--- src/rtl/can_clic_seq.sv ---
// can_clic_seq: registered interrupt selector with claim/complete handshake
// and a priority stack for preemptive nesting.
module can_clic_seq #(
   parameter int N_IRQ  = 8,
   parameter int PRIO_W = 3,
   parameter int NEST   = 4,
   parameter int IDX_W  = $clog2(N_IRQ)
) (
   input  logic                    clk,
   input  logic                    rst_n,
   input  logic [N_IRQ-1:0]        irq_i,
   input  logic [N_IRQ-1:0]        enable_i,
   input  logic [N_IRQ-1:0]        edge_i,
   input  logic [N_IRQ*PRIO_W-1:0] prio_i,
   input  logic [PRIO_W-1:0]       threshold_i,
   output logic                    irq_valid_o,
   output logic [IDX_W-1:0]        irq_index_o,
   output logic [PRIO_W-1:0]       irq_prio_o,
   input  logic                    claim_i,
   input  logic                    complete_i,
   input  logic [IDX_W-1:0]        complete_index_i,
   output logic [PRIO_W-1:0]       active_prio_o,
   output logic                    nest_full_o
);
   localparam int SP_W = $clog2(NEST + 1);

   logic [N_IRQ-1:0] irq_q, pend_q, pend_d, insv_q, insv_d, edge_pend, arb_pend, elig;
   logic [NEST-1:0][PRIO_W-1:0] lvl_q, lvl_d;
   logic [SP_W-1:0] sp_q, sp_d, sp_mid;
   logic arm_q, claim, pop;
   logic valid_q, valid_d;
   logic [IDX_W-1:0] index_q, index_d;
   logic [PRIO_W-1:0] prio_q, prio_d, act_d, floor_d;

   always_comb begin
      claim = claim_i & valid_q;
      pop = complete_i & (sp_q != '0);
      sp_mid = sp_q - SP_W'(pop);
      sp_d = sp_mid + SP_W'(claim);
      insv_d = insv_q;
      if (pop) insv_d[complete_index_i] = 1'b0;
      if (claim) insv_d[index_q] = 1'b1;
      lvl_d = lvl_q;
      for (int i = 0; i < NEST; i++) if (claim && sp_mid == SP_W'(i)) lvl_d[i] = prio_q;
      act_d = '0;
      for (int i = 0; i < NEST; i++) if (sp_d == SP_W'(i + 1)) act_d = lvl_d[i];
      floor_d = act_d > threshold_i ? act_d : threshold_i;
      valid_d = 1'b0;
      index_d = '0;
      prio_d = '0;
      // Newly latched edges only become visible one cycle later, which gives the 2-cycle edge latency.
      for (int k = 0; k < N_IRQ; k++) begin
         edge_pend[k] = pend_q[k] & ~(claim && index_q == IDX_W'(k));
         pend_d[k] = edge_i[k] ? edge_pend[k] | (arm_q & irq_i[k] & ~irq_q[k]) : irq_i[k] & ~insv_d[k];
         arb_pend[k] = edge_i[k] ? edge_pend[k] : pend_d[k];
         elig[k] = arb_pend[k] & enable_i[k] & ~insv_d[k] & (sp_d < SP_W'(NEST))
                 & (prio_i[k*PRIO_W +: PRIO_W] > floor_d);
         if (elig[k] && (!valid_d || prio_i[k*PRIO_W +: PRIO_W] > prio_d)) begin
            valid_d = 1'b1;
            index_d = IDX_W'(k);
            prio_d = prio_i[k*PRIO_W +: PRIO_W];
         end
      end
   end

   always_ff @(posedge clk or negedge rst_n) begin
      if (!rst_n) begin
         arm_q   <= 1'b0;
         irq_q   <= '0;
         pend_q  <= '0;
         insv_q  <= '0;
         lvl_q   <= '0;
         sp_q    <= '0;
         valid_q <= 1'b0;
         index_q <= '0;
         prio_q  <= '0;
      end else begin
         arm_q   <= 1'b1;
         irq_q   <= irq_i;
         pend_q  <= pend_d;
         insv_q  <= insv_d;
         lvl_q   <= lvl_d;
         sp_q    <= sp_d;
         valid_q <= valid_d;
         index_q <= index_d;
         prio_q  <= prio_d;
      end
   end

   always_comb begin
      active_prio_o = '0;
      for (int i = 0; i < NEST; i++) if (sp_q == SP_W'(i + 1)) active_prio_o = lvl_q[i];
   end

   assign nest_full_o = sp_q == SP_W'(NEST);
   assign irq_valid_o = valid_q;
   assign irq_index_o = index_q;
   assign irq_prio_o  = prio_q;
endmodule
--- config.mk ---
export PLATFORM = sky130hd
export DESIGN_NAME = can_clic_seq
export DESIGN_NICKNAME = d
export VERILOG_FILES = /design/src/rtl/can_clic_seq.sv
export SDC_FILE = /design/constraint.sdc
export NUM_CORES = 1
export LEC_CHECK = 0
export ABC_CLOCK_PERIOD_IN_PS = 26300
export CELL_PAD_IN_SITES_DETAIL_PLACEMENT = 1
export CELL_PAD_IN_SITES_GLOBAL_PLACEMENT = 1
export CORE_ASPECT_RATIO = 0.6
export CORE_MARGIN = 3
export CORE_UTILIZATION = 39
export DETAILED_ROUTE_END_ITERATION = 10
export PLACE_DENSITY_LB_ADDON = 0.1
export SETUP_SLACK_MARGIN = 0.02
export SLEW_MARGIN = 20
export SYNTH_ARGS = -nofsm -noshare
export SYNTH_HDL_FRONTEND = slang
export SYNTH_SLANG_ARGS = --single-unit
--- constraint.sdc ---
create_clock -name clk -period 26.3 [get_ports clk]
set_clock_uncertainty 0.1 [all_clocks]
set_input_delay 5.26 -clock clk [delete_from_list [all_inputs] [get_ports clk]]
set_output_delay 5.26 -clock clk [all_outputs]
set_load 0.01 [all_outputs]
==> results of run 1 <==
## final cells by class
class	instances	area share [%]
Inverter	32	2.27
Tap cell	139	3.29
Clock inverter	1	0.568
Sequential cell	47	22.3
Timing Repair Buffer	70	13.1
Clock buffer	6	2.44
Multi-Input combinational cell	404	56.1
## worst min-delay path, cell delays in order (launching register included)
cell and delay (ns):
sky130_fd_sc_hd__dfrtp_1 0.31, sky130_fd_sc_hd__nand4b_1 0.10, sky130_fd_sc_hd__nand2_1 0.05
## worst max path at each step
stage	from	cells after the start	to
6_report	complete_i	77	irq_prio_o[0]
3_3_place_gp	complete_i	78	irq_prio_o[0]
2_1_floorplan	complete_i	82	irq_prio_o[2]
3_5_place_dp	complete_i	77	irq_prio_o[0]
5_1_grt	complete_i	79	irq_prio_o[0]
4_1_cts	complete_i	77	irq_prio_o[0]
## state kept, by name, summed over array words and instances, names as in the netlist
register,flops
sp_q,3
lvl_q,12
irq_index_o,3
arm_q,1
irq_valid_o,1
irq_prio_o,3
pend_q,8
insv_q,8
irq_q,8
## synthesized netlist by cell type (all sizes together), types with 10 or more instances
master,n,share of area (%)
a21o,12,2.1
a21oi,23,2.8
a31oi,11,1.6
buf,10,1.2
dfrtp,47,27
ha,41,12
inv,32,2.8
mux2,14,3.6
nand2,46,4.0
nand2b,11,1.8
nand3,18,2.1
nor2,22,2.0
nor2b,11,1.6
o21ai,34,4.0
## per-layer routing
layer	global-route usage, %	wire [µm]	share of wire [%]	vias up
met2	36.0	6200	41	132
met3	5.18	875	5.7	13
met5	0	0	0	-
li1	-	-	-	2024
met4	2.87	114	0.75	0
met1	39.1	8050	53	2164
## cell families (layout without fill, tap and decap cells)
family	count (synthesis)	count (layout)	share of synthesized area, %
flops	47	47	27.2
simple gates	165	165	20.5
mux	21	21	5.36
fa+ha+maj	41	41	11.9
buf+inv	46	109	4.34
other cells	1	1	0.0868
compound gates	169	169	28.9
xor+xnor	7	7	1.77
## power groups by stage
stage | registers, mW | clock network (mW) | logic, mW
CTS | 0.121 | 0.0725 | 0.401
finish | 0.122 | 0.0716 | 0.406
floorplan | 0.106 | 0 | 0.284
global route | 0.125 | 0.0762 | 0.450
global placement | 0.121 | 0 | 0.378
detailed placement | 0.122 | 0 | 0.398
## stage by stage
step	cell area [µm²]	setup WS, ns	instances	hold slack (ns)
6_report	5280	4.00	699	0.393
5_1_grt	5280	2.67	699	0.431
4_1_cts	5280	4.01	699	0.396
3_5_place_dp	5120	3.82	692	0.388
3_3_place_gp	5120	4.32	692	0.377
2_1_floorplan	4320	7.31	497	0.367
==> results.txt, run 1 <==
For this design the ratio of total power to cell area is 113 mW/mm². For the number of primary I/O pins, the log shows 69. The number of enable-type register cells in the synthesized netlist is 0. The tools report the first-pass GRT wire length as 24200 µm. In this run, post-CTS hold repair placed 0 buffers. The run gives 20.4% as the power share of the sequential group. Type of the worst setup path: input port to register.

After global routing the overflow that remains totals 0. 0 antenna diodes ended up in the layout. After synthesis the cells add up to 0.00432 mm². The detailed router finished its first iteration with 223 violations. The data arrival time at the worst-slack endpoint is 22.35 ns, and the share of power burned in the clock network is 11.9%. The type of the worst min-delay path was register to register. Static timing analysis puts the maximum clock frequency at 44.8 MHz.

The most instantiated flip-flop cell in the synthesis netlist was sky130_fd_sc_hd__dfrtp_1. The clock tree synthesis step divided the H-tree into 2 levels. In this run the critical register-to-register path is launched from sp_q[0]. The logs give 1 for the initial antenna violation count and 0 for the setup violation total in the final timing report.

The Yosys step of the flow raised 0 warnings. The clock net in this run drives a total of 47 sinks. Across the run, the number of max-cap violations was 0. The endpoint class of the critical path was a register. In this run the most critical hold path is launched from irq_q[3]. Along the worst hold path, the cell count comes to 2. The clock-pin slew on the worst setup and hold paths is 0.06 ns. The number of vias per cell came out at 6.20.

Input and output buffers added on the ports amount to 68. The core occupancy in the finished layout was 49.5%. Measured against its own limit, the worst slew margin works out to 34.3%. In the final routed layout, each cell accounts on average for 21.8 µm.

From synthesis to final layout, the design area changed by 22.3%. Entering global routing, the biggest net connects 48 pins. The average size of a mapped cell came out at 8.70 µm².

In the layout the commonest cells are sky130_fd_sc_hd__clkdlybuf4s50_1 (67), sky130_fd_sc_hd__dfrtp_1 (47), sky130_fd_sc_hd__nand2_1 (46), sky130_fd_sc_hd__ha_1 (41), sky130_fd_sc_hd__o21ai_0 (32). In the final layout, the share of cells above drive strength 1 is 9.11%. At the pin with the least slew margin, the transition time is 0.970 ns. For this run, the slowest stage of the critical path takes 0.72 ns. In this run the critical register-to-register path is captured at irq_prio_o[0]. Synthesized instance count: 497.

The analysis attributes to cell leakage a power of 2.30 nW. In this run the power spent charging and discharging nets is 0.294 mW. The routed design could run at a clock period as short as 22.30 ns. The tools report the clock root buffer as sky130_fd_sc_hd__clkbuf_16.

The cell internal power dissipation was 0.305 mW. The die is 87.5 µm tall. For this run, design rule violations remaining after detail routing come to 0. The internal reg-to-reg setup slack came out at 8.78 ns.

The cell count of the worst reg-to-reg path was 76; the largest buffer count on any clock path was 2. TritonCTS built the clock tree. The fraction of power spent switching nets works out to 49.1%. The final-layout setup total negative slack came out at 0 ns. Across all layers, the routed design uses 4333 vias.

The share of the clock period used by the worst path came out at 84.8%. The run gives 0.00296 mm² as the multi-input combinational cell area. Combinational logic is responsible for 67.7% of the overall power. Global routing used 24.9% of the available tracks. The detailed-router iteration count before antenna repair came out at 4.

Dominant cell type by count on the critical path: sky130_fd_sc_hd__ha_1. Gates resized during post-CTS repair numbered 0. The layout has 1258 filler cells. The path with the worst hold slack has its endpoint at pend_q[3]. Together, buffers and inverters on the worst path number 5.

Number of unique standard cell types used by synthesis: 84. The data required time of the worst path was 26.35 ns. Total nets after synthesis: 596.

The number of nets in the finished design was 659. Along the worst path, the maximum fanout reaches 11. The TritonCTS buffer count came out at 5.

For the HPWL reported at the end of detailed placement, the log shows 12100 µm. The run gives 4381 as the via count of the first global-routing pass. The die covers 0.0124 mm². Count of antenna-violating nets left after detailed routing: 0.

For the final number of max-transition violations, the log shows 0. At the later pin of the worst-skew pair, clock insertion delay measures 0.29 ns. The logs give 15200 µm for the final routed wirelength across all metal layers and 0 for the final count of hold timing violations. The initial utilization of the core area, before any placement, comes to 40.5%. The post-synthesis sequential element count was 47.

Among all stages on the critical path, the largest delay is contributed by sky130_fd_sc_hd__a21oi_1. The width of the die works out to 142 µm. After synthesis, flip-flops and latches occupy 27.2% of the total area. The floorplan has 29 rows.

The element type at the critical path start is an input port. Routability-driven placement finished with a final weighted congestion of 0.877. Buffers added to address setup during post-CTS repair amount to 0.

On the critical path the largest part of the delay comes from compound AO/OA/AOI/OAI gates. The final total power came out at 0.599 mW. The flow ran to the end, and the final reports show no timing, DRC or antenna violations. Leaving out fill and tap cells, the most frequent cell in the layout is sky130_fd_sc_hd__clkdlybuf4s50_1. Across the VDD grid, the largest voltage drop is 0.0000502 V. The tools report the sequential cell area as 0.00118 mm². Setup repair after global routing left no endpoint under its margin. The total area inside the core boundary comes to 0.0107 mm². The post-synthesis async set-or-reset flop share is 100%.
(Power assumes the default switching activity.)
==> run 2, diff against run 1 <==
Settings changed: ABC_CLOCK_PERIOD_IN_PS 26300 to 22600.
Clock period 26.3 ns to 22.6 ns, I/O delays scaled along.
==> run 2 against run 1 <==
  * Core utilization fell by 0.094 points
  * Highest routed layer unchanged
  * Largest power group unchanged
  * Global-route usage barely moved
  * Total power rose by 15%
  * Clock power rose by 1%
  * Die area did not move
==> results.txt, run 2 (synthesis results as in run 1) <==
The clock root buffer is sky130_fd_sc_hd__clkbuf_16. The DRC marker count from the first detailed-route iteration came out at 266. The most crowded layer after global routing is met1.

The first global-routing pass estimated 24200 µm of wire. For this run the aggregate overflow at the end of global routing stands at 0. 0 antenna diodes ended up in the layout. Global routing consumed, over all layers together, 24.9% of the routing resources. Setup repair after global routing left no endpoint under its margin. The share of the clock period used by the worst path is 93.7%, and the sequential cell area is 0.00118 mm².

The most numerous cell type found on the critical path is sky130_fd_sc_hd__ha_1. Global routing consumed, on the met1 layer, 41.1% of the routing resources. The cell leakage power came out at 2.30 nW. The detailed-router iteration count before antenna repair was 4. The run gives 4353 as the via count of the first global-routing pass.

The run gives 40.0% as the headroom to the max-slew limit. In the global route stage, met3 resource usage came out at 3.76%. The logs give 0.00296 mm² for the multi-input combinational cell area and 21.23 ns for the data arrival time at the worst-slack endpoint. The cell count of the worst reg-to-reg path was 78. Buffers placed on the I/O ports in this run total 68. The tools report the element type at the critical path start as an input port. Once layout is complete, the utilization of the core stands at 49.4%.

The H-tree was split into 2 levels. The final routed wirelength across all metal layers was 15300 µm; the critical path's largest stage delay was 0.74 ns. The number of flip-flops under the largest register name was 12. After detailed routing, the number of remaining DRC violations is 0.

The largest register by flop count was lvl_q. The filler cells instantiated in the layout total 1252. The die is 142 µm wide. The count of max-cap constraint violations was 0. For this design the ratio of total power to cell area is 130 mW/mm².

The logs give 48 for the largest net degree at the start of global routing and 0 for the hold-fix buffer count after cts. The tools report the largest buffer count on any clock path as 2. The total number of vias was 4349; the worst-margin pin slew was 0.900 ns. The count of antenna-violating nets left after detailed routing was 0; the met2 global-route usage was 34.7%. The average detailed-routed wire length per instance was 21.8 µm. The initial antenna violation count was 0; the total of cells resized after clock tree synthesis was 0.

The buffer count from post-CTS setup fixing came out at 0. Derived from the worst setup path, the maximum achievable clock frequency is 47.2 MHz. The number of nets in the finished design is 661, and the height of the die is 87.5 µm. The flow ran to the end, and the final reports show no timing, DRC or antenna violations.

TritonCTS built the clock tree. Counting instances, the worst hold path has a depth of 2. The minimum period implied by the final worst setup slack came out at 21.17 ns.

Largest driver fanout on the critical path: 11. Clock latency on the worst-skew pair, taken at its later pin, is 0.29 ns. Relative to the synthesized area, the layout overhead comes to 22.0%.

The final count of hold timing violations is 0. The worst setup path is captured at a register. The final-layout setup total negative slack is 0 ns.

In the layout the commonest cells are sky130_fd_sc_hd__clkdlybuf4s50_1 (67), sky130_fd_sc_hd__dfrtp_1 (47), sky130_fd_sc_hd__nand2_1 (46), sky130_fd_sc_hd__ha_1 (41), sky130_fd_sc_hd__o21ai_0 (32). The type of the worst setup path is input port to register. Among all stages on the critical path, the largest delay is contributed by sky130_fd_sc_hd__a21oi_1. The run gives 22.67 ns as the data required time of the worst path. The run gives 69 as the number of primary I/O pins. Setup violations remaining at the end of the flow were counted as 0. The number of sinks driven by the clock tree is 47, and the HPWL reported at the end of detailed placement is 12300 µm. The logs give 0 for the final number of max-transition violations and 29 for the number of core rows.

At the end of routability-driven placement, the weighted congestion stood at 0.870. Once the floorplan was initialized, standard cells occupied 40.5% of the core. The number of vias per cell was 6.20. The worst vdd rail ir drop was 0.0000560 V; the area of the die was 0.0124 mm².

Leaving out fill and tap cells, the most frequent cell in the layout is sky130_fd_sc_hd__clkdlybuf4s50_1. Of the cells placed in the final design, the portion with a size suffix greater than 1 is 9.24%. Clock-pin slew was measured on the worst setup and hold paths at 0.06 ns. The path class of the tightest hold or removal check is register to register. The tools report the worst slack on hold paths as 0.401 ns.

The TritonCTS buffer count was 5; the area of the core region was 0.0107 mm².
[run 2: cell type report]
cell class | instances | share of cell area [%]
clock buffers | 7 | 2.51
repair buffers | 72 | 13.4
flip-flops and latches | 47 | 22.3
clock inverters | 1 | 0.0949
well taps | 139 | 3.30
multi-input cells | 404 | 56.1
inverters | 32 | 2.28
[run 2: critical path, delay by kind of cell]
family                     cells  cell delay [ns]
AOI/OAI and AO/OA             43             8.75
adders and majority gates     10             2.97
buffers and inverters          6             1.02
muxes                          2             0.62
and+or+nand+nor               18             3.35
[run 2: metrics by stage]
stage                     std cells  instance area [µm²]  total power, mW  setup WS, ns
after floorplan                 497                 4320            0.453          4.35
after global placement          694                 5130            0.586          2.05
after detailed placement        694                 5130            0.606          1.46
after CTS                       702                 5270            0.682          1.70
after global routing            702                 5270            0.748        0.0726
final                           702                 5270            0.688          1.43
[run 2: path summary, 6_finish.rpt]
kind | from | to | slack, ns
max in group asynchronous | rst_n | pend_q[3] | 17.83
min in group asynchronous | rst_n | lvl_q[5] | 4.13
min reg2reg | irq_q[3] | pend_q[3] | 0.40
max reg2reg | sp_q[0] | irq_prio_o[2] | 5.48
max | complete_i | irq_prio_o[2] | 1.43
min | irq_q[3] | pend_q[3] | 0.40
[run 2: per-layer routing]
| metal | wire length [µm] | share of wire (%) | vias up |
|---|---|---|---|
| li1 | - | - | 2033 |
| met1 | 8100 | 53 | 2186 |
| met2 | 6070 | 40 | 123 |
| met3 | 1050 | 6.9 | 7 |
| met4 | 65 | 0.42 | 0 |
| met5 | 0 | 0 | - |
[run 2: report_power, final]
part	total, mW	switching [mW]	internal [mW]
Sequential	0.140	0.0306	0.110
Clock	0.0725	0.0316	0.0410
Combinational	0.475	0.281	0.194
Total	0.688	0.343	0.345
